### src/rtl/mdc_fsm.sv
// ---------------------------------------------------------------------------
// mdc_fsm -- greatest common divisor by repeated subtraction
//
// Purpose:
//   Computes gcd(i_a, i_b) for two W-bit unsigned operands using the
//   subtractive Euclid method, one compare/subtract step per clock.
//   A load (ld) is accepted in every state and always restarts the
//   computation.
//
// Handshake (one rule for the whole block):
//   ld is a single-cycle request with no back-pressure. Any cycle in which
//   ld=1 (and rst=0) captures i_a/i_b, clears done, sets busy and discards
//   whatever was in flight. done=1 means res holds a valid gcd, and it stays
//   valid until the next ld or rst. busy and done are never both high.
//
// Ports:
//   clk        in   1   clock, rising edge
//   rst        in   1   synchronous active-high reset, has priority over ld
//   ld         in   1   start a new computation on i_a, i_b
//   i_a        in   W   first operand, sampled only when ld=1
//   i_b        in   W   second operand, sampled only when ld=1
//   res        out  W   gcd result, registered
//   done       out  1   res is valid, registered
//   busy       out  1   computation in progress, registered
//   state_dbg  out  2   current FSM state (0=IDLE, 1=RUN, 2=FIN)
//   cnt        out  W   subtraction steps of the last computation
//                       (present only when MDC_CNT_EN is defined)
//
// Configuration:
//   MDC_CNT_EN  define to add the saturating step counter and the cnt port.
// ---------------------------------------------------------------------------
module mdc_fsm #(
    parameter int W = 32
) (
    input  logic         clk,
    input  logic         rst,
    input  logic         ld,
    input  logic [W-1:0] i_a,
    input  logic [W-1:0] i_b,
    output logic [W-1:0] res,
    output logic         done,
    output logic         busy,
    output logic [1:0]   state_dbg
`ifdef MDC_CNT_EN
    ,
    output logic [W-1:0] cnt
`endif
);

    typedef enum logic [1:0] {
        S_IDLE = 2'd0,
        S_RUN  = 2'd1,
        S_FIN  = 2'd2
    } state_t;

    state_t       state_q;
    logic [W-1:0] a_q;
    logic [W-1:0] b_q;
    logic [W-1:0] res_q;
    logic         done_q;
    logic         busy_q;

`ifdef MDC_CNT_EN
    logic [W-1:0] cnt_q;
    logic [W-1:0] cnt_d;

    // Saturating increment: the counter sticks at all-ones instead of wrapping.
    always_comb begin
        cnt_d = cnt_q;
        if (cnt_q != {W{1'b1}}) begin
            cnt_d = cnt_q + {{(W-1){1'b0}}, 1'b1};
        end
    end
`endif

    always_ff @(posedge clk) begin
        if (rst) begin
            state_q <= S_IDLE;
            a_q     <= '0;
            b_q     <= '0;
            res_q   <= '0;
            done_q  <= 1'b0;
            busy_q  <= 1'b0;
`ifdef MDC_CNT_EN
            cnt_q   <= '0;
`endif
        end else if (ld) begin
            // A load wins in every state: any in-flight or finished result is
            // dropped and the new operands start from scratch.
            state_q <= S_RUN;
            a_q     <= i_a;
            b_q     <= i_b;
            done_q  <= 1'b0;
            busy_q  <= 1'b1;
`ifdef MDC_CNT_EN
            cnt_q   <= '0;
`endif
        end else begin
            case (state_q)
                S_RUN: begin
                    if (a_q == '0) begin
                        res_q   <= b_q;
                        done_q  <= 1'b1;
                        busy_q  <= 1'b0;
                        state_q <= S_FIN;
                    end else if (b_q == '0) begin
                        res_q   <= a_q;
                        done_q  <= 1'b1;
                        busy_q  <= 1'b0;
                        state_q <= S_FIN;
                    end else if (a_q == b_q) begin
                        // Equality ends the run one subtraction early, which
                        // is why latency is steps + 1 rather than steps + 2.
                        res_q   <= a_q;
                        done_q  <= 1'b1;
                        busy_q  <= 1'b0;
                        state_q <= S_FIN;
                    end else if (a_q > b_q) begin
                        // Larger minus smaller, so no underflow is possible.
                        a_q     <= a_q - b_q;
`ifdef MDC_CNT_EN
                        cnt_q   <= cnt_d;
`endif
                    end else begin
                        b_q     <= b_q - a_q;
`ifdef MDC_CNT_EN
                        cnt_q   <= cnt_d;
`endif
                    end
                end
                S_FIN: begin
                    // Result and flags hold until the next ld or rst.
                    state_q <= S_FIN;
                end
                default: begin
                    // IDLE (and any unused encoding) holds all outputs.
                    state_q <= S_IDLE;
                end
            endcase
        end
    end

    assign res       = res_q;
    assign done      = done_q;
    assign busy      = busy_q;
    assign state_dbg = state_q;
`ifdef MDC_CNT_EN
    assign cnt       = cnt_q;
`endif

endmodule

### config.mk
export PLATFORM = sky130hd
export DESIGN_NAME = mdc_fsm
export DESIGN_NICKNAME = d
export VERILOG_FILES = /design/src/rtl/mdc_fsm.sv
export SDC_FILE = /design/constraint.sdc
export NUM_CORES = 1
export LEC_CHECK = 0
export CORE_MARGIN = 1.5
export CORE_UTILIZATION = 50
export DETAILED_ROUTE_END_ITERATION = 12
export PLACE_DENSITY = 0.76
export SKIP_LAST_GASP = 1
export SYNTH_ARGS = -nofsm -noshare
export SYNTH_HDL_FRONTEND = slang
export SYNTH_SLANG_ARGS = --single-unit
### constraint.sdc
create_clock -name clk -period 3.1 [get_ports clk]
set_input_delay 0.62 -clock clk [delete_from_list [all_inputs] [get_ports clk]]
set_output_delay 0.62 -clock clk [all_outputs]
set_load 0.05 [all_outputs]
==> reports/qor.csv, run 1 <==
stage;metric;value;unit
routing;first_pass_iters;6;
place;place_area;0.00960;mm²
sta;fin_crit;3.02;ns
sta;slew_viol_final;0;
global_route;grt_pass1_vias;7852;
place;dpl.hpwl;20600;µm
floorplanning;dieWidth;128;µm
yosys;synth_edf_count;0;
floorplanning;initial_core_util;51.1;%
clocking;clk_latency;0.37;ns
power;leakage;0.00424;µW
clocking;numCtsBuffers;9;
yosys;yosys_warnings;0;
global_route;grt-ovfl-total;0;
floorplanning;die_h;128;µm
setup_path;startpoint_type;register;
yosys;syn_nets;1162;
yosys;synth_area;0.00777;mm²
floorplanning;core_region_area;0.0152;mm²
place;dp.cells;1356;
final_layout;nets;1320;
yosys;async_flop_share;0;%
outcome;status;complete, no violations;
yosys;synth-seq-cells;100;
floorplanning;die-area;0.0163;mm²
yosys;ys_seq_area_share;25.7;%
yosys;synth_ff_type;dfxtp_1;
global_route;antenna_found_initial;0;
global_route;grt_max_degree;65;
clocking;htreeDepth;3;
power;cellPowerDensity;579;mW/mm²
sta;hold_viol_final;0;
sta;slew_headroom;59.3;%
final_layout;antennaDiodeCount;0;
power;ir_drop;0.000398;V
clocking;clockBufferDepth;2;
sta;fmax;332;MHz
routing;drtIter0Drc;857;
setup_path;cp_data_required_time;3.39;ns
routing;wl_per_cell;19.9;µm
sta;rsz0062_at_grt;yes;
yosys;syn-instance-count;1029;
sta;fin_crit_sh;97.3;%
final_layout;syn2layout_area_growth;30.9;%
job;maxCapViolCount;0;
clocking;cts_tree;built;
routing;post-route-drc-count;0;
clocking;cts.sinks;100;
yosys;yosysUniqueCellTypes;68;
place;place_congestion;1.02;
setup_path;critPathMaxFanout;4;
setup_path;ff2ff_path_depth;12;
routing;vias;8300;
final_layout;fillCellCount;1357;
yosys;avgSynthCellArea;7.56;µm²
final_layout;layoutNonFillerInstCount;1380;
sta;setup_violations;0;
setup_path;worstPathArrival;3.30;ns
sta;fin_skew;0.0155;ns
setup_path;end_kind;register;
floorplanning;row_count;45;
place;io_buffer_count;102;
clocking;cts-root-buf;clkbuf_16;
setup_path;critPathKind;reg2reg;
clocking;clkTransAtPathRegs;0.08;ns
routing;vias_per_cell;6.01;
final_layout;layout-drive-gt1-share;15.2;%
hold_path;hold_class;reg2reg;
floorplanning;io_pins;103;
global_route;grt_usage;33.1;%
routing;ant_nets;0;
routing;wirelength;27500;µm
sta;tightestPinTransition;0.610;ns
global_route;grt_pass1_wl;42100;µm
final_layout;final_area;0.0102;mm²
hold_path;holdPathStages;2;
sta;whs;0.455;ns
[per-layer routing]
layer,vias up,GRT usage [%],part of all wire [%]
met5,-,0,0
met4,0,10.8,2.5
met3,46,4.72,7.2
met2,377,50.9,44
met1,3869,47.7,46
li1,4008,-,-
[critical path: stages, from the launching register on]
cell and delay (ns):
dfxtp_1 0.34, inv_1 0.08, ha_1 0.34, nor2b_1 0.16
o211ai_1 0.27, a31oi_2 0.18, buf_4 0.18, a21o_1 0.20
o211ai_1 0.28, a21oi_1 0.15, a211o_1 0.34, and4_1 0.21
o31ai_1 0.20
[cell families (layout without fill, tap and decap cells)]
group | after synthesis | count (layout) | share of synthesized area, %
compound gates | 382 | 382 | 32.2
xor+xnor | 55 | 55 | 6.20
fa+ha+maj | 66 | 66 | 10.8
buf+inv | 154 | 317 | 8.05
flops | 100 | 100 | 25.7
mux | 6 | 6 | 0.772
simple gates | 266 | 266 | 16.2
[worst paths after layout]
kind                  startpoint                    to  slack (ns)
max reg2reg  a_q[1]$_SDFFE_PP0P_  a_q[31]$_SDFFE_PP0P_        0.08
min reg2reg    done$_SDFFE_PP0P_     done$_SDFFE_PP0P_        0.46
min            done$_SDFFE_PP0P_     done$_SDFFE_PP0P_        0.46
max          a_q[1]$_SDFFE_PP0P_  a_q[31]$_SDFFE_PP0P_        0.08
[through the flow]
step | setup TNS [ns] | setup WS [ns] | total power, µW | util (%)
floorplan | 0 | 0.0109 | 3420 | -
global placement | 0 | 0.00919 | 4480 | 63.2
detailed placement | -0.00761 | -0.00761 | 4480 | 63.2
CTS | 0 | 0.00629 | 5710 | 65.3
global route | -0.0542 | -0.0270 | 6200 | 66.9
finish | 0 | 0.0843 | 5900 | 66.9
[where the power goes]
| part | switching (µW) | internal, µW |
|---|---|---|
| sequential | 97.7 | 1380 |
| clock | 555 | 673 |
| combinational | 1790 | 1390 |
| total | 2450 | 3450 |
[area by class of cell]
class                      instances  area [µm²]  share of cell area [%]
tap                              188         235                    2.31
sequential                       100        2010                    19.7
clock inverter                     5        60.1                   0.590
inverter                          83         312                    3.06
timing repair buffer             218        1990                    19.6
clock buffer                      11         253                    2.48
multi-input combinational        775        5320                    52.2
[sequential cells by signal, summed over array words and instances, names as in the netlist]
signal     count
a_q           32
done           1
state_dbg      2
res           32
busy           1
b_q           32
[placed cells by master (no fill, tap or decap), drive strengths merged, types with 4 or more instances in the layout]
cell type      netlist  layout
a211oi              44      44
a21o                27      27
a21oi              137     137
a221oi               4       4
a22oi                4       4
a31oi                8       8
a32oi                4       4
and2                 4       4
and3                 5       5
buf                 20     115
clkbuf              51      13
clkdlybuf4s50        0     101
dfxtp              100     100
ha                  64      64
inv                 83      83
mux2i                6       6
nand2               87      87
nand2b               5       5
nand3               11      11
nand4               15      15
nor2                86      86
nor2b                5       5
nor3                 7       7
nor3b                4       4
nor4                22      22
o211a               21      21
o211ai              30      30
o21a                 4       4
o21ai               57      57
o21bai              14      14
o31ai                5       5
or2                  5       5
xnor2               39      39
xor2                16      16
[cell usage after synthesis, types with 3 or more instances]
library cell | number | area, µm²
a21oi_1 | 137 | 686
dfxtp_1 | 100 | 2000
nand2_1 | 87 | 327
nor2_1 | 85 | 319
inv_1 | 83 | 312
ha_1 | 64 | 801
o21ai_0 | 55 | 275
clkbuf_1 | 51 | 191
a211oi_1 | 44 | 330
xnor2_1 | 39 | 342
a21o_1 | 27 | 203
o211ai_1 | 26 | 195
nor4_1 | 22 | 138
o211a_1 | 21 | 210
xor2_1 | 16 | 140
o21bai_1 | 14 | 105
nand4_1 | 13 | 81.3
nand3_1 | 11 | 55.1
a31oi_1 | 8 | 50.1
buf_2 | 8 | 40.0
nor3_1 | 7 | 35.0
mux2i_1 | 6 | 60.1
and3_1 | 5 | 31.3
buf_1 | 5 | 18.8
nand2b_1 | 5 | 31.3
nor2b_1 | 5 | 31.3
a221oi_1 | 4 | 35.0
a22oi_1 | 4 | 30.0
a32oi_1 | 4 | 35.0
buf_4 | 4 | 30.0
nor3b_1 | 4 | 30.0
o211ai_2 | 4 | 50.1
o21a_1 | 4 | 30.0
o31ai_1 | 4 | 30.0
or2_2 | 4 | 25.0
and2_1 | 3 | 18.8
and4_1 | 3 | 26.3
buf_6 | 3 | 33.8
o221ai_1 | 3 | 26.3
[what timing repair did]
item / 4_1_cts / 5_1_grt
gates resized for setup: 2 / 37
pin swaps: 0 / 8
setup endpoints to repair: 2 / 91
setup buffers: 0 / 6
gates cloned: 0 / 2
hold endpoints to repair: 0 / 0
hold buffers: 0 / 0
Power figures use the tool's default switching activity.
==> run 2, diff against run 1 <==
- HOLD_SLACK_MARGIN: default -> 0.12
==> results of run 2 <==
Same layout as run 1: the final DEF is identical, and so are final timing and power.
==> run 3, diff against run 2 <==
- CTS_BUF_LIST: default -> sky130_fd_sc_hd__clkbuf_4 sky130_fd_sc_hd__clkbuf_8
==> run 3 against run 2 <==
  * Combinational power hardly changed
  * Wire length shrank 1.5%
  * Sequential cell count did not move
  * First-iteration DRC count up 4.1%
  * Global-route usage is 0.050 points higher
  * Sequential share of layout area increased by 0.17 points
  * Die area did not move
  * Clock power shrank 24%
  * Critical path type unchanged
  * Largest power group unchanged
==> reports/qor.csv, run 3 (synthesis results as in run 1) <==
stage;metric;value;unit;change
setup_path;critPathKind;reg2reg;;
global_route;grt_max_degree;65;;unchanged
setup_path;cp_data_required_time;3.42;ns;+0.03 ns
power;p_total;5630;µW;-4.5%
outcome;status;complete, no violations;;
setup_path;end_kind;register;;
floorplanning;die-area;0.0163;mm²;unchanged
clocking;numCtsBuffers;9;;unchanged
setup_path;crit_path_max_incr_delay;0.49;ns;+0.15 ns
clocking;clockBufferDepth;2;;unchanged
power;p_sw;2410;µW;-1.3%
final_layout;syn2layout_area_growth;29.9;%;
setup_path;cpLargestDelayFamily;simple AND/OR/NAND/NOR gates;;
global_route;grt_usage;33.1;%;+0.050 points
floorplanning;initial_core_util;51.1;%;unchanged
floorplanning;core_region_area;0.0152;mm²;unchanged
sta;tightestPinTransition;0.590;ns;-0.0201 ns
power;pwr-share-clk;16.6;%;-4.2 points
routing;wirelength;27100;µm;-1.5%
hold_path;hold_class;reg2reg;;
setup_path;startpoint_type;register;;
final_layout;multiInputGateArea;0.00536;mm²;+0.75%
place;place_ws;-0.00761;ns;unchanged
clocking;clk_latency;0.41;ns;+0.04 ns
routing;met1_length;12200;µm;-4.4%
final_layout;fillCellCount;1373;;+1.2%
power;internal_power;3220;µW;-6.7%
clocking;cts_tree;built;;
final_layout;ff_latch_area;0.00201;mm²;about the same
sta;fmax;331;MHz;-0.30%
sta;fin_crit;3.02;ns;+0.00917 ns
floorplanning;dieWidth;128;µm;unchanged
power;cellPowerDensity;558;mW/mm²;-3.7%
place;place_congestion;1.02;;unchanged
floorplanning;row_count;45;;unchanged
routing;drtIter0Drc;892;;+4.1%
global_route;grt_pass1_vias;7823;;-0.37%
power;p_seq_share;26.4;%;+1.3 points
final_layout;nets;1318;;-0.15%
sta;fin_skew;0.0221;ns;+0.00656 ns
final_layout;antennaDiodeCount;0;;unchanged
power;pwr-share-comb;57.1;%;+3.1 points
clocking;clkTransAtPathRegs;0.10;ns;+0.02 ns
power;ir_drop;0.000286;V;-28%
clocking;cts.sinks;100;;unchanged
floorplanning;die_h;128;µm;unchanged
final_layout;layout_commonest_cell;a21oi_1;;
setup_path;worstPathArrival;3.34;ns;+0.04 ns
sta;slew_headroom;60.3;%;+0.97 points
sta;fin_ws;0.0751;ns;-0.00917 ns
routing;wl_per_cell;19.7;µm;-1.4%
global_route;grt-ovfl-total;0;;unchanged
place;dpl.hpwl;20600;µm;unchanged
clocking;htreeDepth;3;;unchanged
sta;hold_viol_final;0;;unchanged
setup_path;cp_cell_sequence;inv_1 -> ha_1 -> nand4_1 -> or4_4 -> o41ai_4 -> nor2_2 -> and4b_4 -> or2_4 -> buf_4 -> o31a_1 -> o32ai_1;;
final_layout;layout-drive-gt1-share;15.5;%;+0.36 points
routing;wl_met3;2250;µm;+13%
routing;first_pass_iters;7;;+1
power;leakage;0.00419;µW;-1.3%
global_route;antenna_found_initial;0;;unchanged
place;io_buffer_count;102;;unchanged
routing;top_layer;met4;;
setup_path;cp.buffers_inverters;2;;unchanged
routing;vias;8359;;+0.71%
clocking;cts-root-buf;clkbuf_8;;
power;switching_share;42.9;%;+1.4 points
setup_path;slowest_stage;or4_4;;
job;maxCapViolCount;0;;unchanged
sta;slew_viol_final;0;;unchanged
setup_path;critPathMaxFanout;12;;+8
global_route;grt_pass1_wl;42200;µm;about the same
final_layout;layout_common_cells;a21oi_1 (135), buf_4 (105), clkdlybuf4s50_1 (101), dfxtp_1 (95), nand2_1 (86);;
floorplanning;io_pins;103;;unchanged
sta;setup_violations;0;;unchanged
routing;vias_per_cell;6.07;;+0.86%
routing;route.met2.wl;12000;µm;-0.58%
sta;fin_crit_sh;97.6;%;+0.30 points
routing;post-route-drc-count;0;;unchanged
routing;ant_nets;0;;unchanged
[run 3: routing by layer]
layer / GRT usage, % / vias up
met4: 9.72 / 0
met5: 0 / -
met2: 51.6 / 402
met3: 4.55 / 52
li1: - / 4004
met1: 47.8 / 3901
[run 3: power groups by stage]
stage / logic (µW) / clock network (µW) / registers (µW)
after floorplan: 1910 / 0 / 1510
after detailed placement: 2980 / 0 / 1510
after global routing: 3470 / 985 / 1500
after global placement: 2980 / 0 / 1500
after CTS: 3010 / 948 / 1480
final: 3210 / 934 / 1480
[run 3: per-stage QoR]
step | instance area [µm²] | std cells | utilization (%) | TNS [ns] | hold slack [ns]
global route | 10100 | 1378 | 66.4 | -0.257 | 0.503
finish | 10100 | 1378 | 66.4 | 0 | 0.460
global placement | 9600 | 1356 | 63.2 | 0 | 0.440
CTS | 9840 | 1374 | 64.7 | 0 | 0.462
floorplan | 7780 | 1029 | - | 0 | 0.496
detailed placement | 9600 | 1356 | 63.2 | -0.00761 | 0.442
[run 3: final cells by class]
type / instances / area share [%]
Timing Repair Buffer: 216 / 19.5
Inverter: 83 / 3.09
Multi-Input combinational cell: 775 / 53.0
Tap cell: 188 / 2.33
Sequential cell: 100 / 19.9
Clock buffer: 11 / 1.50
Clock inverter: 5 / 0.595
[run 3: final timing paths]
path	from	end	slack, ns	cells past startpoint
setup / recovery	a_q[8]$_SDFFE_PP0P_	b_q[31]$_SDFFE_PP0P_	0.08	11
hold / removal	done$_SDFFE_PP0P_	done$_SDFFE_PP0P_	0.46	2
setup reg to reg	a_q[8]$_SDFFE_PP0P_	b_q[31]$_SDFFE_PP0P_	0.08	11
hold reg to reg	done$_SDFFE_PP0P_	done$_SDFFE_PP0P_	0.46	2
[run 3: timing repair]
action,CTS,global route
cloned,0,1
hold buffers,0,0
buffers inserted,2,3
pin swaps,1,8
hold endpoints to repair,0,0
resized for setup,2,45
setup endpoints to repair,5,90
[run 3: worst reg2reg max path: cells and delay by family (launching register included)]
kind | cells | cell delay, ns
AO/OA/AOI/OAI | 3 | 0.62
adder cells (fa/ha/maj) | 1 | 0.36
buffers and inverters | 2 | 0.27
flip-flops | 1 | 0.40
AND/OR/NAND/NOR | 5 | 1.29
